<file path="config.mk">
export PLATFORM = sky130hd
export DESIGN_NAME = div_seq
export DESIGN_NICKNAME = d
export VERILOG_FILES = /design/src/rtl/div_seq_pkg.sv /design/src/rtl/div_step.sv /design/src/rtl/div_seq.sv
export SDC_FILE = /design/constraint.sdc
export NUM_CORES = 1
export LEC_CHECK = 0
export BUFFER_PORTS_ARGS = -buffer_cell sky130_fd_sc_hd__buf_2
export CAP_MARGIN = 20
export CORE_ASPECT_RATIO = 0.8
export CORE_MARGIN = 2
export CORE_UTILIZATION = 59
export CTS_BUF_LIST = sky130_fd_sc_hd__clkbuf_4 sky130_fd_sc_hd__clkbuf_8
export CTS_CLUSTER_SIZE = 20
export DETAILED_ROUTE_END_ITERATION = 8
export HOLD_SLACK_MARGIN = 0.03
export PLACE_DENSITY = 0.82
export SLEW_MARGIN = 0
export SYNTH_ARGS = -nofsm -noshare
export SYNTH_HDL_FRONTEND = slang
export SYNTH_SLANG_ARGS = --single-unit
</file>
<file path="constraint.sdc">
create_clock -name clk -period 7.2 [get_ports clk]
set_clock_uncertainty 0.05 [all_clocks]
set_input_delay 0.36 -clock clk [delete_from_list [all_inputs] [get_ports clk]]
set_output_delay 0.36 -clock clk [all_outputs]
set_load 0.05 [all_outputs]
</file>
<file path="src/rtl/div_seq_pkg.sv">
// Shared defines for the iterative divider: FSM encodings, handshake levels and reset/zero constants.
package div_seq_pkg;

    typedef enum logic [1:0] {
        DivFree   = 2'b00,
        DivByZero = 2'b01,
        DivOn     = 2'b10,
        DivEnd    = 2'b11
    } div_state_e;

    localparam logic        RstEnable         = 1'b1;
    localparam logic        DivStart          = 1'b1;
    localparam logic        DivStop           = 1'b0;
    localparam logic        DivResultReady    = 1'b1;
    localparam logic        DivResultNotReady = 1'b0;
    localparam logic [31:0] ZeroWord          = 32'h0000_0000;
    localparam int          DivIterNum        = 32;

endpackage

</file>
<file path="src/rtl/div_step.sv">
// One restoring shift-subtract iteration: shift in a dividend bit, trial-subtract the divisor.
module div_step
    import div_seq_pkg::*;
#(
    parameter int WIDTH = DivIterNum
) (
    input  logic [WIDTH-1:0] partial_i,
    input  logic             dvd_bit_i,
    input  logic [WIDTH-1:0] divisor_i,
    output logic [WIDTH-1:0] partial_o,
    output logic             q_bit_o
);

    logic [WIDTH:0] shifted;
    logic [WIDTH:0] diff;

    // partial_i < divisor_i always holds, so a set top bit of the shifted
    // value already guarantees the subtract fits; otherwise diff[WIDTH] is the borrow.
    always_comb begin
        shifted   = {partial_i, dvd_bit_i};
        diff      = shifted - {1'b0, divisor_i};
        q_bit_o   = shifted[WIDTH] | ~diff[WIDTH];
        partial_o = q_bit_o ? diff[WIDTH-1:0] : shifted[WIDTH-1:0];
    end

endmodule

</file>
<file path="src/rtl/div_seq.sv">
// DIV/DIVU sequencer beside EX: 32 restoring iterations, result = {remainder, quotient}.
// Optional DIV_EARLY_OUT_EN: |dividend| < |divisor| finishes through the short BYZERO path.
module div_seq
    import div_seq_pkg::*;
#(
    parameter int WIDTH = DivIterNum,
    parameter int CNT_W = 6
) (
    input  logic               clk,
    input  logic               rst,
    input  logic               signed_div_i,
    input  logic [WIDTH-1:0]   opdata1_i,
    input  logic [WIDTH-1:0]   opdata2_i,
    input  logic               start_i,
    input  logic               annul_i,
    output logic [2*WIDTH-1:0] result_o,
    output logic               ready_o,
    output logic               busy_o
);

    div_state_e       state;
    logic [CNT_W-1:0] cnt;
    logic [WIDTH-1:0] partial;
    logic [WIDTH-1:0] dvd;
    logic [WIDTH-1:0] dvs;
    logic             neg_a;
    logic             neg_b;

    logic [WIDTH-1:0] mag_a, mag_b;
    logic [WIDTH-1:0] step_partial;
    logic             step_q;
    logic [WIDTH-1:0] quo, quo_fix, rem_fix;
    logic             early;

    div_step #(.WIDTH(WIDTH)) u_step (
        .partial_i (partial),
        .dvd_bit_i (dvd[WIDTH-1]),
        .divisor_i (dvs),
        .partial_o (step_partial),
        .q_bit_o   (step_q)
    );

    // Magnitude of the most negative value wraps to itself and is used as unsigned.
    always_comb begin
        mag_a   = (signed_div_i && opdata1_i[WIDTH-1]) ? -opdata1_i : opdata1_i;
        mag_b   = (signed_div_i && opdata2_i[WIDTH-1]) ? -opdata2_i : opdata2_i;
`ifdef DIV_EARLY_OUT_EN
        early   = (mag_a < mag_b);
`else
        early   = 1'b0;
`endif
        quo     = {dvd[WIDTH-2:0], step_q};
        quo_fix = (neg_a ^ neg_b) ? -quo : quo;
        rem_fix = neg_a ? -step_partial : step_partial;
    end

    always_ff @(posedge clk) begin
        if (rst == RstEnable) begin
            state    <= DivFree;
            cnt      <= '0;
            partial  <= '0;
            dvd      <= '0;
            dvs      <= '0;
            neg_a    <= 1'b0;
            neg_b    <= 1'b0;
            result_o <= '0;
            ready_o  <= DivResultNotReady;
            busy_o   <= 1'b0;
        end else if (annul_i && state != DivFree) begin
            state    <= DivFree;
            result_o <= '0;
            ready_o  <= DivResultNotReady;
            busy_o   <= 1'b0;
        end else begin
            case (state)
                DivFree: begin
                    if (start_i == DivStart && !annul_i) begin
                        busy_o  <= 1'b1;
                        cnt     <= '0;
                        partial <= '0;
                        dvs     <= mag_b;
                        neg_a   <= signed_div_i & opdata1_i[WIDTH-1];
                        neg_b   <= signed_div_i & opdata2_i[WIDTH-1];
                        // dvd carries the finished remainder on the short path
                        if (opdata2_i == WIDTH'(ZeroWord)) begin
                            state <= DivByZero;
                            dvd   <= '0;
                        end else if (early) begin
                            state <= DivByZero;
                            dvd   <= opdata1_i;
                        end else begin
                            state <= DivOn;
                            dvd   <= mag_a;
                        end
                    end
                end
                DivByZero: begin
                    state    <= DivEnd;
                    result_o <= {dvd, {WIDTH{1'b0}}};
                    ready_o  <= DivResultReady;
                end
                DivOn: begin
                    partial <= step_partial;
                    dvd     <= quo;
                    cnt     <= cnt + CNT_W'(1);
                    if (cnt == CNT_W'(WIDTH - 1)) begin
                        state    <= DivEnd;
                        result_o <= {rem_fix, quo_fix};
                        ready_o  <= DivResultReady;
                    end
                end
                DivEnd: begin
                    if (start_i == DivStop) begin
                        state    <= DivFree;
                        result_o <= '0;
                        ready_o  <= DivResultNotReady;
                        busy_o   <= 1'b0;
                    end
                end
                default: state <= DivFree;
            endcase
        end
    end

endmodule

</file>
# == Word-level counts from Yosys, hierarchy flattened ==
# Index checks and enable logic that the tools add are counted.
# totals
ramBits,0
latch_bits,0
reg_bits,172
rom_bits,0
mem_count,0
# classes
n_div,0
add_sub_neg,6
n_mux,25
bitwise,6
n_reduce_logical,17
magnitude_cmp,0
multipliers,0
shift,0
n_eq_ne,7
# ops
op,n
$mux 32,8
$pmux 64 s3,1
$mux 64,2
$neg 32->32,4
$pmux 32 s2,2
$sub 33x32->33,1
$logic_not 32->1,1
$reduce_and 3->1,5
$pmux 6 s2,1
$mux 2,4
$pmux 2 s4,1
$add 6x1->6 const B,1
$eq 6x5->1 const B,1
$mux 6,1
$ne 2x2->1 const B,3
$reduce_bool 2->1,3
$eq 2x2->1 const B,2
$logic_and 1x1->1,4
$mux 1,3
$pmux 1 s3,1
$reduce_bool 3->1,1
$and 1x1->1,2
$eq 2x1->1 const B,1
$logic_not 2->1,1
other kinds (6),7

# == Longest topological paths before layout ==
# Gate-level depths: netlist of the first run.
# logic_depth
ltp_word,8
ltp_mapped,23

# == By module ==
# A second synthesis of the first run with hierarchy kept.
# hier_totals
hier_cells,1618
hier_area_um2,12538.3
# by_module_without_submodules
mod,cells_per_inst,instances,area_per_inst_um2
div_seq,1297,1,10099.7
div_step,321,1,2438.6

# == Least setup slack after synthesis of the first run ==
# Ideal clock, no wire load.
# synth_timing
path_type,reg-to-reg
startpoint,register dvd[31]
endpoint,register result_o[60]
t_required_ps,7034
setup_ps,116
t_arrival_ps,5559
path_slack_ps,1476
path_stages_with_launch,24
cell_sequence,dfxtp_1 -> inv_1 -> ha_1 -> fa_1 -> nor2b_4 -> o31ai_4 -> a31oi_4 -> a211oi_4 -> o21ai_4 -> clkbuf_1 -> clkbuf_1 -> buf_1 -> nand2_1 -> o21ai_0 -> ha_1 -> and2_1 -> o221ai_1 -> or3_1 -> o31a_1 -> a221o_1 -> or4_4 -> nor4_2 -> o21bai_1 -> a31o_1
# synth_between
elab_chain_len,8
# synth_rtl
item,line,text
"start, declared",div_seq.sv:24,logic [WIDTH-1:0] dvd;
"start signal, assigned",div_seq.sv:90,dvd <= opdata1_i;
"start signal, assigned",div_seq.sv:93,dvd <= mag_a;
"start signal, assigned",div_seq.sv:104,dvd <= quo;
$sub 33x32->33,div_step.sv:21,"diff = shifted - {1'b0, divisor_i};"
$not 1->1,div_step.sv:22,q_bit_o = shifted[WIDTH] | ~diff[WIDTH];
$or 1x1->1,div_step.sv:22,
$mux 32 (*),div_step.sv:23,partial_o = q_bit_o ? diff[WIDTH-1:0] : shifted[WIDTH-1:0];
$neg 32->32,div_seq.sv:54,rem_fix = neg_a ? -step_partial : step_partial;
$mux 32 (*),div_seq.sv:54,
$mux 64 (*),div_seq.sv:106,if (cnt == CNT_W'(WIDTH - 1)) begin
$pmux 64 s3 (*),div_seq.sv:75,case (state)
"end signal, assigned",div_seq.sv:99,"result_o <= {dvd, {WIDTH{1'b0}}};"
"end signal, assigned",div_seq.sv:108,"result_o <= {rem_fix, quo_fix};"
"end, declared",div_seq.sv:16,"output logic [2*WIDTH-1:0] result_o,"
# Every way passes the cells marked *; elsewhere a longest branch is shown, timed or not. The select of a mux whose other input is x is not followed.
# A chain may end at the register's enable or synchronous reset.

# == Worst setup path after layout of the first run ==
# Ends and elaborated chain as after synthesis.

==> impl_metrics.py, run 1 <==
metrics = {
    "outcome": {
        "status": "finished clean",
    },
    "layout": {
        "drive_above_1_share": 0.128,
        "design_area_um2": 13300,
        "final_net_count": 1811,
        "antenna_cells": 0,
        "syn_to_final_growth_pct": 9.61,
    },
    "critical_path": {
        "critical_path_arrival_ns": 5.70,
        "r2r_end": "result_o[60]$_SDFFE_PP0P_",
        "cpPeakStageDelay_ns": 0.53,
        "crit-reg2reg-launch": "dvd[31]$_SDFFE_PP0P_",
        "timing.critical_path.from_type": "flop",
        "worst_ep_required_time_ns": 7.55,
        "worst_path_max_delay_cell": "sky130_fd_sc_hd__buf_4",
        "crit_buf_inv": 3,
        "worst-r2r-cell-count": 16,
        "setup.worst_path.end_class": "flop",
        "crit_fanout": 50,
        "critical_path.cell_chain": "inv_1 -> ha_1 -> fa_1 -> nor2b_4 -> o31ai_4 -> a31oi_4 -> a211oi_4 -> o21ai_4 -> buf_4 -> inv_2 -> or3_1 -> a221o_1 -> or4_4 -> nor4_2 -> o21bai_1 -> a31o_1",
        "cp_top_family": "compound AO/OA/AOI/OAI gates",
        "worst-r2r-setup-slack_ns": 1.85,
        "worstSetupPathType": "reg -> reg",
    },
    "sta": {
        "fin_crit_sh": 0.743,
        "slew_violations": 0,
        "fmaxAchievable_mhz": 187,
        "timing.final.setup_violations": 0,
        "timing.final.crit_period_ns": 5.35,
        "worst_slew_margin_rel": 0.259,
        "setup_repair_after_global_routing_missed_its_margin": "false",
        "postLayoutSetupSlackWorst_ns": 1.85,
        "final.setup.tns_ns": 0,
        "tightest_slew_ns": 1.08,
        "hold_viol": 0,
    },
    "route": {
        "total_number_of_vias": 12600,
        "drt.antenna.violating_nets": 0,
        "drt_wl_total_um": 37100,
        "route.detailed.drc": 0,
        "drt-initial-drc-count": 1786,
        "viasPerCell": 6.40,
        "drt_pass1_iterations": 6,
        "post_drt_wl_per_cell_um": 18.8,
    },
    "global_routing": {
        "grt_first_pass_wirelength_um": 59300,
        "globalRoute.totalOverflow": 0,
        "global_route.usage.total": 0.340,
        "pin_count_of_the_biggest_net_entering_global_routing": 105,
        "via_count_of_the_first_global_routing_pass": 11200,
        "antenna_found_initial": 0,
    },
    "yosys": {
        "synthesis.area_per_instance_um2": 7.35,
        "seq_area_frac_synth": 0.285,
        "synthFlopType": "sky130_fd_sc_hd__dfxtp_1",
        "syn_area_um2": 12100,
        "yosysTopAreaCellShare": 0.285,
        "ffs_latches_synth": 172,
        "yosysWarnings": 0,
        "share_of_synthesized_flip_flops_with_an_asynchronous_set_or_reset": 0,
        "syn_nets": 1756,
        "post_synth_num_cell_types": 82,
        "ys_top_cells_by_area": "sky130_fd_sc_hd__dfxtp_1 (28%), sky130_fd_sc_hd__nor2_1 (6.2%), sky130_fd_sc_hd__nand2_1 (6.1%)",
        "netlist_instances": 1645,
        "synth_enable_flop_cells": 0,
        "synth_top_cell_by_area": "sky130_fd_sc_hd__dfxtp_1",
    },
    "clock_network": {
        "setup_fix_bufs_post_cts": 0,
        "buffer_levels_on_the_longest_clock_path": 2,
        "cts_htree_levels": 4,
        "clock_sinks": 172,
        "cts_buffers": 17,
        "cts_tree": "built",
        "root_buffer": "sky130_fd_sc_hd__clkbuf_8",
        "ctsHoldBuffers": 0,
        "worstSkewPairLatency_ns": 0.49,
        "clock_pin_slew_reported_for_the_worst_setup_and_hold_paths_after_clock_tree_synthesis_ns": 0.11,
        "post_cts_resize_count": 0,
    },
    "floorplan": {
        "core-area_um2": 20000,
        "dieHeight_um": 132,
        "rows": 46,
        "floorplan.die_area_um2": 21700,
        "floorplan.die.width_um": 164,
        "boundaryPins": 135,
        "initial_core_util": 0.606,
    },
    "place": {
        "dp_hpwl_um": 27400,
        "place_congestion": 0.990,
        "placed_cell_area_um2": 12800,
        "preCtsSetupSlack_ns": 1.97,
        "port_buffers": 134,
    },
    "worst_hold_path": {
        "hold_path.startpoint": "opdata2_i[0]",
        "hold_path_depth": 3,
        "worstHoldPathType": "in -> reg",
        "timing.hold.worst_endpoint": "dvs[0]$_SDFFE_PP0P_",
    },
    "power_and_ir_drop": {
        "p_leak_nw": 5.34,
        "cellPowerDensity_nw_per_um2": 282,
        "ir_worst_vdd_v": 0.000355,
    },
    "run": {
        "maxCapViolations": 0,
    },
}
==> worst max path at each step <==
stage                                     from                        end  slack, ns  cells past startpoint
after floorplan           dvd[31]$_SDFFE_PP0P_  result_o[60]$_SDFFE_PP0P_       1.48                     23
final                     dvd[31]$_SDFFE_PP0P_  result_o[60]$_SDFFE_PP0P_       1.85                     16
after detailed placement  dvd[31]$_SDFFE_PP0P_  result_o[60]$_SDFFE_PP0P_       1.97                     19
after CTS                 dvd[31]$_SDFFE_PP0P_  result_o[60]$_SDFFE_PP0P_       1.96                     19
after global placement    dvd[31]$_SDFFE_PP0P_  result_o[60]$_SDFFE_PP0P_       2.13                     16
after global routing      dvd[31]$_SDFFE_PP0P_  result_o[60]$_SDFFE_PP0P_       1.54                     19
==> cells in the mapped netlist, types with 5 or more instances <==
master	n
sky130_fd_sc_hd__o31ai_1	29
sky130_fd_sc_hd__and3_1	7
sky130_fd_sc_hd__dfxtp_1	172
sky130_fd_sc_hd__a311oi_1	6
sky130_fd_sc_hd__nor4_1	18
sky130_fd_sc_hd__o22ai_1	6
sky130_fd_sc_hd__o21a_1	7
sky130_fd_sc_hd__nor2_1	199
sky130_fd_sc_hd__nand2b_1	12
sky130_fd_sc_hd__o41ai_1	11
sky130_fd_sc_hd__xor2_1	76
sky130_fd_sc_hd__a21oi_1	104
sky130_fd_sc_hd__ha_1	41
sky130_fd_sc_hd__a211oi_1	35
sky130_fd_sc_hd__buf_2	11
sky130_fd_sc_hd__inv_1	61
sky130_fd_sc_hd__nand2_1	198
sky130_fd_sc_hd__nand3_1	66
sky130_fd_sc_hd__or3_1	17
sky130_fd_sc_hd__nand3b_1	6
sky130_fd_sc_hd__nor3b_1	6
sky130_fd_sc_hd__and2_1	13
sky130_fd_sc_hd__xnor2_1	62
sky130_fd_sc_hd__o21bai_1	5
sky130_fd_sc_hd__nand4_1	15
sky130_fd_sc_hd__buf_1	7
sky130_fd_sc_hd__mux2_2	9
sky130_fd_sc_hd__nor3_1	44
sky130_fd_sc_hd__a21o_1	9
sky130_fd_sc_hd__mux2i_1	11
sky130_fd_sc_hd__a221oi_1	16
sky130_fd_sc_hd__a31oi_1	50
sky130_fd_sc_hd__nor2b_1	8
sky130_fd_sc_hd__a22oi_1	50
sky130_fd_sc_hd__o211ai_1	8
sky130_fd_sc_hd__o21ai_0	79
sky130_fd_sc_hd__or4_1	7
sky130_fd_sc_hd__clkbuf_1	96
==> layout make-up <==
class	count	area, um2
repair buffers	151	813
well taps	264	330
flip-flops and latches	172	3440
multi-input cells	1296	8000
clock inverters	15	204
clock buffers	17	234
fillers	1741	6710
inverters	62	233
==> stage by stage <==
step           total power, W   util  std cells  hold WS (ns)
6_report              0.00373  0.664       1977        0.0946
3_5_place_dp          0.00297  0.641       1944         0.397
3_3_place_gp          0.00294  0.641       1944         0.392
4_1_cts               0.00369  0.663       1976        0.0741
2_1_floorplan         0.00253      -       1645         0.382
5_1_grt               0.00396  0.664       1977        0.0907
==> flip-flops by register name, summed over array words and instances (netlist names) <==
name      cells
neg_a         1
neg_b         1
cnt           6
ready_o       1
busy_o        1
dvs          32
state         2
partial      32
result_o     64
dvd          32
==> worst min-delay path, cell delays in order <==
cell and delay [ns]:
sky130_fd_sc_hd__buf_2 0.12, sky130_fd_sc_hd__nand2_1 0.06, sky130_fd_sc_hd__a21oi_1 0.05
==> kinds of logic after synthesis <==
family / share of synthesized area
AO/OA/AOI/OAI: 0.257
XOR/XNOR: 0.0999
adder cells (fa/ha/maj): 0.0441
buffers and inverters: 0.0564
flip-flops: 0.285
multiplexers: 0.0175
AND/OR/NAND/NOR: 0.240
==> per-layer routing <==
layer,vias to the layer above,routed length (um),track usage,part of all wire
met5,-,0,0,0
li1,6027,-,-,-
met2,655,16100,0.504,0.43
met1,5903,16700,0.508,0.45
met4,0,570,0.0775,0.015
met3,59,3710,0.0632,0.10
==> cells in the final DEF, fill, tap and decap left out, drive strengths merged, types with 5 or more instances in the layout <==
cell type	n
o41ai	12
nand3	67
a31oi	51
nor2b	9
and2	13
clkinv	6
a21o	9
nor3b	6
nor4	19
nand2	198
or4	8
nor3	44
xnor2	62
buf	151
clkbuf	17
o21bai	5
mux2	9
xor2	76
mux2i	11
a22oi	50
a211oi	36
a311oi	6
a21oi	107
nand2b	12
o22ai	6
and3	7
nand4	15
ha	41
or3	17
o21a	7
o31ai	30
o21ai	83
nand3b	6
inv	71
o211ai	8
nor2	199
a221oi	16
dfxtp	172
==> where the power goes <==
part / total [W] / leakage (nW) / switching [W] / internal, W
registers: 0.00119 / 1.40 / 0.000123 / 0.00106
clock network: 0.000731 / 0.217 / 0.000454 / 0.000278
logic: 0.00182 / 3.72 / 0.00123 / 0.000587
total: 0.00373 / 5.34 / 0.00181 / 0.00193
No activity file was read; power rests on OpenSTA's default activity.
==> inputs of run 2 (changes only) <==
==> constraint.sdc (replaced) <==
create_clock -name clk -period 5.3 [get_ports clk]
set_clock_uncertainty 0.05 [all_clocks]
set_input_delay 0.265 -clock clk [delete_from_list [all_inputs] [get_ports clk]]
set_output_delay 0.265 -clock clk [all_outputs]
set_load 0.05 [all_outputs]
==> impl_metrics.py, run 2 (synthesized netlist as in run 1, its figures left out) <==
metrics = {
    "outcome": {
        "status": "finished clean",
    },
    "critical_path": {
        "worst-r2r-setup-slack_ns": 0.24,
        "worstSetupPathType": "reg -> reg",
        "setup.worst_path.end_class": "flop",
        "crit_fanout": 8,
        "timing.critical_path.from_type": "flop",
        "cpPeakStageDelay_ns": 0.51,
        "worst_path_most_repeated_cell": "sky130_fd_sc_hd__ha_1",
        "r2r_end": "result_o[60]$_SDFFE_PP0P_",
        "crit-reg2reg-launch": "partial[5]$_SDFFE_PP0P_",
        "worst_path_max_delay_cell": "sky130_fd_sc_hd__dfxtp_1",
        "worst_ep_required_time_ns": 5.64,
        "critical_path_arrival_ns": 5.40,
        "worst-r2r-cell-count": 17,
        "critical_path.cell_chain": "ha_1 -> o21a_1 -> nor2_1 -> a31oi_4 -> a211oi_4 -> o21ai_4 -> o21ai_0 -> ha_1 -> and2_1 -> o221ai_1 -> or3_1 -> o31a_1 -> a221o_1 -> or4_4 -> nor4_2 -> o21bai_1 -> a31o_1",
        "critPathLaunch": "partial[5]$_SDFFE_PP0P_",
        "cp-endpoint": "result_o[60]$_SDFFE_PP0P_",
    },
    "global_routing": {
        "grtUsageMet3": 0.0582,
        "grt_first_pass_wirelength_um": 61000,
        "grt_use_met1": 0.527,
        "global_route.usage.total": 0.350,
        "pin_count_of_the_biggest_net_entering_global_routing": 104,
        "grt_peak_use_layer": "met1",
        "globalRoute.totalOverflow": 0,
        "via_count_of_the_first_global_routing_pass": 11400,
        "antenna_found_initial": 1,
        "grt_use_met2": 0.514,
    },
    "sta": {
        "fmaxAchievable_mhz": 198,
        "hold_viol": 0,
        "worst_hold_check_slack_ns": 0.0515,
        "worst_slew_margin_rel": 0.225,
        "tightest_slew_ns": 1.15,
        "timing.final.crit_period_ns": 5.06,
        "fin_crit_sh": 0.955,
        "timing.final.setup_violations": 0,
        "slew_violations": 0,
    },
    "layout": {
        "largest_register_ffs": 64,
        "leading_cell_type_in_the_layout_fill_and_taps_excluded": "sky130_fd_sc_hd__nand2_1",
        "filler_cell_count": 1731,
        "design_area_um2": 13500,
        "register_area_um2": 3440,
        "multi_input_area_um2": 8000,
        "final_net_count": 1834,
        "drive_above_1_share": 0.137,
        "top_register": "result_o",
        "syn_to_final_growth_pct": 11.3,
        "final_cell_mix": "sky130_fd_sc_hd__nand2_1 (198), sky130_fd_sc_hd__nor2_1 (197), sky130_fd_sc_hd__dfxtp_1 (172)",
        "layoutNonFillerInstCount": 2001,
    },
    "route": {
        "drt_wl_total_um": 38400,
        "viasPerCell": 6.40,
        "post_drt_wl_per_cell_um": 19.2,
        "total_number_of_vias": 12800,
        "drt.antenna.violating_nets": 0,
        "route.detailed.drc": 0,
        "drt-initial-drc-count": 1732,
        "drt_pass1_iterations": 6,
    },
    "floorplan": {
        "dieHeight_um": 132,
        "core-area_um2": 20000,
        "floorplan.die.width_um": 164,
        "rows": 46,
        "floorplan.die_area_um2": 21700,
        "initial_core_util": 0.606,
        "boundaryPins": 135,
    },
    "place": {
        "port_buffers": 134,
        "post-place-cells": 1954,
        "placed_cell_area_um2": 12900,
        "dp_hpwl_um": 28000,
        "place_congestion": 0.980,
    },
    "power_and_ir_drop": {
        "cellPowerDensity_nw_per_um2": 386,
        "p_leak_nw": 5.46,
        "ir_worst_vdd_v": 0.000318,
    },
    "worst_hold_path": {
        "hold_path_depth": 3,
        "worstHoldPathType": "in -> reg",
    },
    "clock_network": {
        "clock_pin_slew_reported_for_the_worst_setup_and_hold_paths_after_clock_tree_synthesis_ns": 0.11,
        "worstSkewPairLatency_ns": 0.48,
        "clock_sinks": 172,
        "root_buffer": "sky130_fd_sc_hd__clkbuf_8",
        "buffer_levels_on_the_longest_clock_path": 2,
        "cts_tree": "built",
        "cts_buffers": 17,
        "cts_htree_levels": 4,
        "post_cts_resize_count": 0,
    },
    "run": {
        "maxCapViolations": 0,
    },
}
[run 2: repair_timing]
action,CTS,global route
hold endpoints to repair,6,0
endpoints found under the setup margin,0,2
setup buffers,0,7
hold buffers,6,0
[run 2: critical path: cells and delay by family, from the launching register on]
kind	cells	cell delay (ns)
DFF	1	0.51
AOI/OAI and AO/OA	10	2.28
and+or+nand+nor	5	1.49
adders and majority gates	2	0.62
[run 2: per-stage QoR]
| stage | power, W | util | setup TNS, ns | worst slack (ns) |
|---|---|---|---|---|
| floorplan | 0.00343 | - | 0 | 0.0207 |
| global placement | 0.00403 | 0.645 | 0 | 0.324 |
| detailed placement | 0.00407 | 0.645 | 0 | 0.219 |
| CTS | 0.00509 | 0.670 | 0 | 0.162 |
| global route | 0.00549 | 0.674 | -0.00151 | -0.00151 |
| finish | 0.00520 | 0.674 | 0 | 0.238 |
[run 2: worst min path at each step]
stage | from | to | slack (ns)
CTS | opdata2_i[9] | dvs[9]$_SDFFE_PP0P_ | 0.04
global placement | result_o[0]$_SDFFE_PP0P_ | result_o[0]$_SDFFE_PP0P_ | 0.39
finish | opdata2_i[9] | dvs[9]$_SDFFE_PP0P_ | 0.05
detailed placement | result_o[4]$_SDFFE_PP0P_ | result_o[4]$_SDFFE_PP0P_ | 0.40
floorplan | opdata2_i[0] | dvs[0]$_SDFFE_PP0P_ | 0.35
global route | opdata2_i[8] | dvs[8]$_SDFFE_PP0P_ | 0.05
[run 2: final cells by class]
class                   count  area share
inverters                  62      0.0173
well taps                 264      0.0245
clock inverters            15      0.0160
repair buffers            174      0.0749
diodes                      1    0.000186
clock buffers              17      0.0174
multi-input cells        1296       0.594
flip-flops and latches    172       0.256
[run 2: report_power, final]
part	internal [W]	total [W]	switching [W]	leakage, nW
clock network	0.000416	0.00103	0.000617	0.222
registers	0.00144	0.00161	0.000165	1.40
logic	0.000846	0.00256	0.00171	3.84
[run 2: routing by layer]
layer	share of wire	up-vias
met2	0.43	690
met3	0.092	59
li1	-	6064
met5	0	-
met1	0.46	5984
met4	0.021	0
